===== config.mk =====
export PLATFORM = sky130hd
export DESIGN_NAME = alu_flags_stage
export DESIGN_NICKNAME = d
export VERILOG_FILES = /design/src/rtl/alu_flags_stage_pkg.sv /design/src/rtl/alu_flag_calc.sv /design/src/rtl/alu_flags_stage.sv
export SDC_FILE = /design/constraint.sdc
export NUM_CORES = 1
export LEC_CHECK = 0
export ABC_AREA = 0
export BUFFER_PORTS_ARGS = -buffer_cell sky130_fd_sc_hd__buf_2
export CAP_MARGIN = 25
export CORE_MARGIN = 4
export CORE_UTILIZATION = 30
export CTS_CLUSTER_DIAMETER = 120
export DETAILED_ROUTE_END_ITERATION = 10
export PLACE_DENSITY_LB_ADDON = 0.2
export REMOVE_ABC_BUFFERS = 1
export SYNTH_ARGS = -nofsm -noshare
export SYNTH_HDL_FRONTEND = slang
export SYNTH_SLANG_ARGS = --single-unit

===== constraint.sdc =====
create_clock -name clk -period 8.7 [get_ports clk]
set_clock_uncertainty 0.1 [all_clocks]
set_input_delay 1.74 -clock clk [delete_from_list [all_inputs] [get_ports clk]]
set_output_delay 1.74 -clock clk [all_outputs]
set_load 0.02 [all_outputs]

===== src/rtl/alu_flags_stage_pkg.sv =====
// rtl/alu_flags_stage_pkg.sv - shared ALU constants: width, flag bit positions, mode and stage state encodings
package alu_flags_stage_pkg;

   localparam int ALU_WIDTH = 64;

   localparam int FLAG_N = 3;
   localparam int FLAG_Z = 2;
   localparam int FLAG_C = 1;
   localparam int FLAG_V = 0;

   localparam logic MODE_ADD = 1'b0;
   localparam logic MODE_SUB = 1'b1;

   typedef enum logic [1:0] {
      ST_EMPTY = 2'd0,
      ST_ONE   = 2'd1,
      ST_TWO   = 2'd2
   } stage_state_t;

endpackage


===== src/rtl/alu_flag_calc.sv =====
// rtl/alu_flag_calc.sv - combinational N/Z/C/V flag generation from adder operands and result
module alu_flag_calc
   import alu_flags_stage_pkg::*;
#(
   parameter int WIDTH = ALU_WIDTH
) (
   input  logic [WIDTH-1:0] i_a,
   input  logic [WIDTH-1:0] i_b,
   input  logic             i_mode,
   input  logic [WIDTH-1:0] i_sum,
   input  logic             i_cout,
   output logic [3:0]       o_flags
);

   logic w_sign_same;
   logic w_sign_flip;
   logic w_ovf;

   // Subtract overflows when operand signs differ, add when they match; either way the sum sign left a's.
   assign w_sign_same = (i_a[WIDTH-1] == i_b[WIDTH-1]);
   assign w_sign_flip = (i_sum[WIDTH-1] != i_a[WIDTH-1]);
   assign w_ovf       = ((i_mode == MODE_SUB) ? !w_sign_same : w_sign_same) && w_sign_flip;

   always_comb begin
      o_flags         = '0;
      o_flags[FLAG_N] = i_sum[WIDTH-1];
      o_flags[FLAG_Z] = (i_sum == '0);
      o_flags[FLAG_C] = i_cout;
      o_flags[FLAG_V] = w_ovf;
   end

endmodule


===== src/rtl/alu_flags_stage.sv =====
// rtl/alu_flags_stage.sv - registers adder result plus flags through a two-entry skid buffer
module alu_flags_stage
   import alu_flags_stage_pkg::*;
#(
   parameter int WIDTH = ALU_WIDTH
) (
   input  logic             clk,
   input  logic             rst_n,
   input  logic             in_valid,
   output logic             in_ready,
   input  logic [WIDTH-1:0] in_a,
   input  logic [WIDTH-1:0] in_b,
   input  logic             in_mode,
   input  logic [WIDTH-1:0] in_sum,
   input  logic             in_cout,
   output logic             out_valid,
   input  logic             out_ready,
   output logic [WIDTH-1:0] out_result,
   output logic [3:0]       out_flags
);

   stage_state_t     r_state;
   stage_state_t     w_state_nxt;
   logic             r_in_ready;
   logic [WIDTH-1:0] r_main_result;
   logic [3:0]       r_main_flags;
   logic [WIDTH-1:0] r_skid_result;
   logic [3:0]       r_skid_flags;

   logic [3:0]       w_flags;
   logic             w_cap;
   logic             w_xfer;
   logic             w_load_main_in;
   logic             w_load_main_skid;
   logic             w_load_skid;

   alu_flag_calc #(.WIDTH(WIDTH)) u_flag_calc (
      .i_a     (in_a),
      .i_b     (in_b),
      .i_mode  (in_mode),
      .i_sum   (in_sum),
      .i_cout  (in_cout),
      .o_flags (w_flags)
   );

   assign in_ready   = r_in_ready;
   assign out_valid  = (r_state != ST_EMPTY);
   assign out_result = r_main_result;
   assign out_flags  = r_main_flags;

   assign w_cap  = in_valid && r_in_ready;
   assign w_xfer = out_valid && out_ready;

   always_comb begin
      w_state_nxt      = r_state;
      w_load_main_in   = 1'b0;
      w_load_main_skid = 1'b0;
      w_load_skid      = 1'b0;
      unique case (r_state)
         ST_EMPTY: begin
            if (w_cap) begin
               w_load_main_in = 1'b1;
               w_state_nxt    = ST_ONE;
            end
         end
         ST_ONE: begin
            if (w_cap && w_xfer) begin
               w_load_main_in = 1'b1;
            end else if (w_cap) begin
               w_load_skid = 1'b1;
               w_state_nxt = ST_TWO;
            end else if (w_xfer) begin
               w_state_nxt = ST_EMPTY;
            end
         end
         ST_TWO: begin
            if (w_xfer) begin
               w_load_main_skid = 1'b1;
               w_state_nxt      = ST_ONE;
            end
         end
         default: w_state_nxt = ST_EMPTY;
      endcase
   end

   // in_ready is precomputed from the next state so it never depends on out_ready in the same cycle.
   always_ff @(posedge clk) begin
      if (!rst_n) begin
         r_state       <= ST_EMPTY;
         r_in_ready    <= 1'b1;
         r_main_result <= '0;
         r_main_flags  <= '0;
      end else begin
         r_state    <= w_state_nxt;
         r_in_ready <= (w_state_nxt != ST_TWO);
         if (w_load_main_in) begin
            r_main_result <= in_sum;
            r_main_flags  <= w_flags;
         end else if (w_load_main_skid) begin
            r_main_result <= r_skid_result;
            r_main_flags  <= r_skid_flags;
         end
      end
   end

   always_ff @(posedge clk) begin
      if (w_load_skid) begin
         r_skid_result <= in_sum;
         r_skid_flags  <= w_flags;
      end
   end

endmodule

==> results of run 1 <==
[worst max-delay path: cells and delay by family]
family / cells / cell delay [ns]
AO/OA/AOI/OAI: 1 / 0.16
buffers and inverters: 2 / 0.83
AND/OR/NAND/NOR: 3 / 0.87
[area by class of cell]
cell class	instances	area, µm²	share of cell area
sequential	137	3410	0.498
multi-input combinational	239	1840	0.268
timing repair buffer	147	751	0.110
clock buffer	21	450	0.0658
tap	229	287	0.0418
clock inverter	10	103	0.0150
inverter	2	7.51	0.00110
[kinds of logic (layout without fill, tap and decap cells)]
kind of cell	after synthesis	in the layout
and+or+nand+nor	98	98
AOI/OAI and AO/OA	73	73
buffers and inverters	34	180
muxes	67	67
xor gates and xnor gates	1	1
DFF	137	137
[state kept, by name, summed over array words and instances (netlist names)]
name           count
in_ready           1
out_flags          3
out_result        64
r_skid_flags       3
r_skid_result     64
r_state            2
[stage by stage]
step / area, µm² / std cells
2_1_floorplan: 5250 / 378
3_3_place_gp: 6300 / 754
3_5_place_dp: 6300 / 754
4_1_cts: 6850 / 785
5_1_grt: 6850 / 785
6_report: 6850 / 785
[report_power, final]
group	total, mW	switching (mW)	internal [mW]
Combinational	0.197	0.121	0.0762
Sequential	0.733	0.0165	0.717
Clock	0.676	0.253	0.423
[routing by layer]
| layer | vias up | global-route usage | routed length (µm) |
|---|---|---|---|
| li1 | 1810 | - | - |
| met1 | 1755 | 0.153 | 5720 |
| met2 | 107 | 0.194 | 5770 |
| met3 | 14 | 0.0576 | 1100 |
| met4 | 0 | 0.0405 | 140 |
| met5 | - | 0 | 0 |
[final timing paths]
| kind | slack, ns | cells after the start | from | to |
|---|---|---|---|---|
| min | 0.47 | 3 | out_flags[2] | out_flags[2] |
| min reg2reg | 0.47 | 3 | out_flags[2] | out_flags[2] |
| max reg2reg | 6.24 | 5 | r_state[0] | out_result[62] |
| max | 5.19 | 6 | out_ready | out_result[62] |
[cells in the final DEF, fill, tap and decap left out, drive strengths merged, types with 2 or more instances in the layout]
cell      count
buf         147
bufinv        2
clkbuf       21
clkinv        6
clkinvlp      2
dfxtp        70
edfxtp       67
inv           2
mux2i        67
nand2        69
nand4         4
nor3b         2
nor4         17
o211a        66
o21a          2
o21ai         2
o22ai         2
==> results_dict.tcl, run 1 <==
set metrics [dict create \
    track_usage 0.124 \
    die-area_um2 20400 \
    setup_viol 0 \
    gr-total-overflow 0 \
    drv_slew 0 \
    synth_area_per_cell_um2 13.3 \
    cts_setup_buffers 0 \
    tightest_slew_ns 0.836 \
    area_delta_synth_final_pct 25.7 \
    io_buffers 141 \
    finalWorstSetupSlack_ns 5.19 \
    cts-buffers-inserted 17 \
    yosysSeqAreaShare 0.627 \
    slowest_delay_ns 0.71 \
    start_util 0.304 \
    fin_nets 742 \
    grt_setup_unrepaired "false" \
    p_per_area_nw_per_um2 235 \
    finalPower_mw 1.61 \
    critPathLaunchType "input pin" \
    ir_drop_uv 136 \
    leakagePower_nw 3.74 \
    hold_path_class "reg -> reg" \
    vias_per_cell 4.70 \
    synth_seq_cells 137 \
    routed_wl_um 12700 \
    rows 49 \
    drt_iter0_markers 147 \
    fillers 1756 \
    period_share 0.403 \
    numClockSinks 137 \
    wire_per_inst_um 16.2 \
    coreArea_um2 17900 \
    drc 0 \
    grt_pass1_vias 3663 \
    route.vias.total 3686 \
    antenna_found_initial 0 \
    globalplace.congestion 0.726 \
    synth_compound_area_frac 0.129 \
    synthMuxAreaShare 0.123 \
    whs_ns 0.466 \
    drive_gt1_frac 0.317 \
    yosys.area.top_type "edfxtp_1" \
    min_period_ns 3.51 \
    cts-resized-gates 0 \
    synth_cells 410 \
    synth-edff-count 67 \
    slew_headroom 0.443 \
    dp_slack_ns 4.79 \
    async_flop_share 0 \
    cts-hold-fix-buffers 0 \
    crit_path_end_kind "flip-flop" \
    dr.pass1.iters 4 \
    yosysUniqueCellTypes 24 \
    arrival_ns 3.71 \
    final-hold-violation-count 0 \
    final_util 0.383 \
    grt_max_degree 75 \
    finalSetupTns_ns 0 \
    yosys.area_share.xor_xnor 0.00161 \
    cp_cell_sequence "buf_2 -> nor2b_1 -> or3_4 -> buf_4 -> nand2_1 -> o211a_1" \
    yosys.area_share.simple 0.0815 \
    yosysWarnings 0 \
    diodes 0 \
    cts.reportedPaths.clkPinSlew_ns 0.06 \
    ys.flop_type "dfxtp_1" \
    place_hpwl_um 8230 \
    postRouteAntennaNets 0 \
    status "completed" \
    synth_top_cell_area_share 0.369 \
    crit_required_ns 8.90 \
    synth_top_family_by_area "compound AO/OA/AOI/OAI gates" \
    max_freq_ghz 0.285 \
    tritoncts "built" \
    crit_type "in -> reg" \
    synth_top_cells_by_area "edfxtp_1 (37%), dfxtp_1 (26%), mux2i_1 (12%)" \
    cts_buffer_depth 2 \
    fp.dieH_um 143 \
    netlist_area_um2 5450 \
    maxCapViolCount 0 \
    ios 268 \
    worst_skew_pair.late_latency_ns 0.41 \
    h-tree-depth 4 \
    synth_common_cells "dfxtp_1 (70), nand2_1 (69), edfxtp_1 (67), mux2i_1 (67), o211a_1 (66)" \
    die_x_um 143 \
    synthAdderAreaFrac 0 \
    cts_root_buf "clkbuf_16" \
    cp_max_fo 74 \
    yosysMostFrequentCell "dfxtp_1" \
    grt_pass1_wl_um 19500 \
    cp_slowest_cell "buf_4" \
]
Power figures use the tool's default switching activity.
==> inputs of run 2 (changes only) <==
==> constraint.sdc (replaced) <==
create_clock -name clk -period 3.6 [get_ports clk]
set_clock_uncertainty 0.1 [all_clocks]
set_input_delay 0.72 -clock clk [delete_from_list [all_inputs] [get_ports clk]]
set_output_delay 0.72 -clock clk [all_outputs]
set_load 0.02 [all_outputs]
==> run 2 against run 1 <==
Against the previous run:
- critical path depth stayed put
- clock-buffer cell count is 1 higher
- global-route usage is 0.37 points higher
- largest cell class unchanged
- highest routed layer unchanged
==> results_dict.tcl, run 2 (synthesized netlist as in run 1, its figures left out) <==
set metrics [dict create \
    antenna_found_initial 0 \
    path_buf_inv 2 \
    hp-start "in_cout" \
    reg2reg_depth 5 \
    grt_pass1_vias 3681 \
    whs_ns 0.406 \
    numClockSinks 137 \
    crit_type "in -> reg" \
    place_hpwl_um 8500 \
    slew_headroom 0.488 \
    p_per_area_nw_per_um2 568 \
    r2r_end "out_result[4]" \
    final_common_cell "buf_2" \
    drt_iter0_markers 139 \
    final_cell_mix "buf_2 (141), dfxtp_1 (70), nand2_1 (69)" \
    period_share 0.586 \
    tightest_slew_ns 0.768 \
    dr.pass1.iters 4 \
    drv_slew 0 \
    final-hold-violation-count 0 \
    post-route-cell-area_um2 6880 \
    postRouteAntennaNets 0 \
    r2r_start "r_state[0]" \
    diodes 0 \
    r2r_setup_slack_ns 1.51 \
    grt_max_degree 77 \
    io_buffers 141 \
    cts_setup_buffers 0 \
    crit_family "simple AND/OR/NAND/NOR gates" \
    worst_skew_pair.late_latency_ns 0.41 \
    tritoncts "built" \
    ir_drop_uv 329 \
    cp_max_fo 76 \
    routed_wl_um 12900 \
    cts.reportedPaths.clkPinSlew_ns 0.05 \
    cts_buffer_depth 2 \
    grt_setup_unrepaired "false" \
    cts-resized-gates 0 \
    place_area_um2 6320 \
    fin_nets 742 \
    die_x_um 143 \
    track_usage 0.128 \
    min_period_ns 2.11 \
    coreArea_um2 17900 \
    setup_viol 0 \
    area_delta_synth_final_pct 26.2 \
    fp.dieH_um 143 \
    status "completed" \
    route.vias.total 3701 \
    vias_per_cell 4.71 \
    drive_gt1_frac 0.314 \
    cp_cell_sequence "buf_2 -> nor2b_1 -> or3_4 -> buf_12 -> nand2_1 -> o211a_1" \
    crit_path_end_kind "flip-flop" \
    arrival_ns 2.31 \
    h-tree-depth 4 \
    hold_path_class "in -> reg" \
    globalplace.congestion 0.707 \
    cts_root_buf "clkbuf_16" \
    worstHoldPathCells 1 \
    grt_pass1_wl_um 20000 \
    start_util 0.304 \
    drc 0 \
    critPathLaunchType "input pin" \
    ios 268 \
    wire_per_inst_um 16.5 \
    maxCapViolCount 0 \
    leakagePower_nw 3.75 \
    die-area_um2 20400 \
    gr-total-overflow 0 \
    worst_hold_path.endpoint "r_skid_flags[1]" \
    cts-buffers-inserted 17 \
    rows 49 \
    cp_slowest_cell "or3_4" \
    cts-hold-fix-buffers 0 \
    max_freq_ghz 0.474 \
    crit_required_ns 3.80 \
    slowest_delay_ns 0.56 \
]
-- run 2: cell types whose count changed in the layout (fill, tap and decap cells not counted), sizes merged --
cell / delta
clkbuf: +1
-- run 2: worst max-delay path by stage --
stage                     from              to  slack, ns  cells past startpoint
global placement     out_ready    out_flags[0]       1.17                      6
finish               out_ready   out_result[4]       1.49                      6
CTS                 r_state[1]       out_valid       1.50                      2
floorplan            out_ready        in_ready      -3.39                      3
detailed placement   out_ready   out_result[0]       1.11                      6
global route        r_state[0]  out_result[52]       1.37                      5
-- run 2: per-stage QoR --
stage,setup WS [ns],total power [mW],instances,setup TNS [ns],util
floorplan,-3.39,2.10,378,-232.80,-
global placement,1.17,2.28,754,0,0.353
detailed placement,1.11,2.29,754,0,0.353
CTS,1.50,3.97,786,0,0.384
global route,1.37,4.09,786,0,0.384
finish,1.49,3.91,786,0,0.384
-- run 2: layer usage --
layer	wire, µm	up-vias	track usage	share of wire
met3	1030	15	0.0512	0.080
met4	210	0	0.0510	0.016
li1	-	1819	-	-
met5	0	-	0	0
met2	5910	107	0.203	0.46
met1	5790	1760	0.156	0.45
-- run 2: final cells by class --
| type | instances | area [µm²] |
|---|---|---|
| Tap cell | 229 | 287 |
| Sequential cell | 137 | 3410 |
| Clock buffer | 22 | 454 |
| Fill cell | 1768 | 11000 |
| Timing Repair Buffer | 147 | 776 |
| Clock inverter | 10 | 101 |
| Inverter | 2 | 7.51 |
| Multi-Input combinational cell | 239 | 1840 |
-- run 2: report_power, final --
group          switching (mW)  total [mW]  internal, mW
clock network           0.626        1.65          1.03
registers              0.0403        1.77          1.73
logic                   0.293       0.481         0.187
-- run 2: worst register-to-register path: cells and delay by family, from the launching register on --
kind / cells / cell delay (ns)
AND/OR/NAND/NOR: 3 / 0.95
buffers and inverters: 1 / 0.41
AO/OA/AOI/OAI: 1 / 0.14
flip-flops: 1 / 0.37
==> inputs of run 3 (changes only) <==
==> constraint.sdc (replaced) <==
create_clock -name clk -period 1.8 [get_ports clk]
set_clock_uncertainty 0.1 [all_clocks]
set_input_delay 0.36 -clock clk [delete_from_list [all_inputs] [get_ports clk]]
set_output_delay 0.36 -clock clk [all_outputs]
set_load 0.02 [all_outputs]
==> run 3 against run 2 <==
Against the previous run:
- die area is the same
- clock power grew 120%
- utilization grew 1.5 points
- combinational power grew 110%
- final cell count grew 2.0%
- first-iteration DRC count shrank 0.72%
- sequential power grew 100%
- largest cell class unchanged
==> results_dict.tcl, run 3 (synthesized netlist as in run 1, its figures left out) <==
set metrics [dict create \
    hold_path_class "in -> reg" \
    worst_skew_pair.late_latency_ns 0.41 \
    crit_type "reg -> out" \
    drive_gt1_frac 0.344 \
    final-hold-violation-count 0 \
    period_share 0.952 \
    tritoncts "built" \
    p_per_area_nw_per_um2 1150 \
    area_delta_synth_final_pct 31.1 \
    dr_wl_met2_um 6200 \
    wire_per_inst_um 16.5 \
    finalSetupTns_ns 0 \
    slowest_delay_ns 0.37 \
    grt_max_degree 61 \
    final_common_cell "buf_2" \
    top_layer "met4" \
    cts-buffers-inserted 17 \
    start_util 0.304 \
    globalplace.congestion 0.717 \
    fp.dieH_um 143 \
    routed_wl_um 13200 \
    io_buffers 141 \
    crit_required_ns 1.34 \
    die-area_um2 20400 \
    grt_pass1_vias 3922 \
    die_x_um 143 \
    gr-total-overflow 0 \
    cp_max_fo 8 \
    cp_slowest_cell "dfxtp_1" \
    arrival_ns 1.25 \
    maxCapViolCount 0 \
    coreArea_um2 17900 \
    final_util 0.399 \
    crit_path_end_kind "output port" \
    postRouteAntennaNets 0 \
    grt_setup_unrepaired "false" \
    final_cell_mix "buf_2 (141), dfxtp_1 (70), nand2_1 (69)" \
    rows 49 \
    met1_length_um 5880 \
    instances_no_fill 802 \
    track_usage 0.130 \
    route.vias.total 3792 \
    setup_viol 0 \
    crit_family "flip-flops" \
    h-tree-depth 4 \
    dr.pass1.iters 4 \
    cp_cell_sequence "or2_2 -> buf_2" \
    min_period_ns 1.71 \
    cts-hold-fix-buffers 0 \
    vias_per_cell 4.73 \
    ios 268 \
    drt_iter0_markers 138 \
    cts_buffer_depth 2 \
    numClockSinks 137 \
    status "completed" \
    tightest_slew_ns 0.442 \
    place_hpwl_um 8980 \
    fin_nets 758 \
    antenna_found_initial 0 \
    fillers 1744 \
    diodes 0 \
    path_buf_inv 1 \
    grt_pass1_wl_um 20600 \
    cts.reportedPaths.clkPinSlew_ns 0.06 \
    ir_drop_uv 632 \
    critPathLaunchType "flip-flop" \
    place_inst 770 \
    wl_met3_um 922 \
    leakagePower_nw 3.90 \
    slew_headroom 0.703 \
    max_freq_ghz 0.584 \
    drc 0 \
    drv_slew 0 \
    cts_root_buf "clkbuf_16" \
]
==> run 3: changes by cell type in the layout (fill, tap and decap cells not counted), sizes merged <==
cell	change
buf	+16
bufinv	+2
clkbuf	-3
clkinvlp	+1
==> run 3: path summary, 6_finish.rpt <==
check	from	to	slack, ns	depth (start not counted)
worst min-delay path	in_cout	r_skid_flags[1]	0.04	1
worst min register to register	out_flags[2]	out_flags[2]	0.45	3
worst max-delay path	r_state[1]	out_valid	0.09	2
worst max register to register	r_state[0]	out_flags[2]	0.13	5
==> run 3: routing by layer <==
metal / vias to the layer above / global-route usage
met3: 14 / 0.0476
met4: 0 / 0.0495
met5: - / 0
met2: 101 / 0.208
li1: 1851 / -
met1: 1826 / 0.159
==> run 3: power breakdown <==
group          internal (mW)  switching [mW]  total, mW  leakage, nW
Combinational          0.412           0.598       1.01         2.41
Clock                   2.34            1.31       3.65        0.299
Sequential              3.46          0.0811       3.54         1.19
==> run 3: layout make-up <==
cell class              instances  area, µm²  area share
flip-flops and latches        137       3410       0.478
clock inverters                13        176      0.0247
well taps                     229        287      0.0401
repair buffers                163        978       0.137
multi-input cells             239       1840       0.257
inverters                       2       7.51     0.00105
clock buffers                  19        443      0.0620
==> run 3: timing repair <==
action | 4_1_cts | 5_1_grt
endpoints found under the hold margin | 0 | 0
setup buffers | 0 | 0
setup endpoints to repair | 0 | 1
gates resized for setup | 0 | 1
==> run 3: per-stage QoR <==
stage | hold slack (ns) | instance area (µm²) | total power, mW | setup slack [ns]
after floorplan | 0.359 | 5250 | 4.20 | -4.89
final | 0.0399 | 7140 | 8.21 | 0.0862
after detailed placement | 0.442 | 6520 | 4.63 | -0.166
after CTS | 0.0183 | 7140 | 8.32 | 0.0492
after global routing | 0.0176 | 7140 | 8.56 | 0.000855
after global placement | 0.435 | 6520 | 4.60 | -0.181
==> run 3: worst register-to-register path, cell delays in order, from the launching register on <==
cell	delay [ns]
dfxtp_1	0.33
nor2b_1	0.16
or3_4	0.44
buf_16	0.23
a31oi_1	0.23
o21a_1	0.13
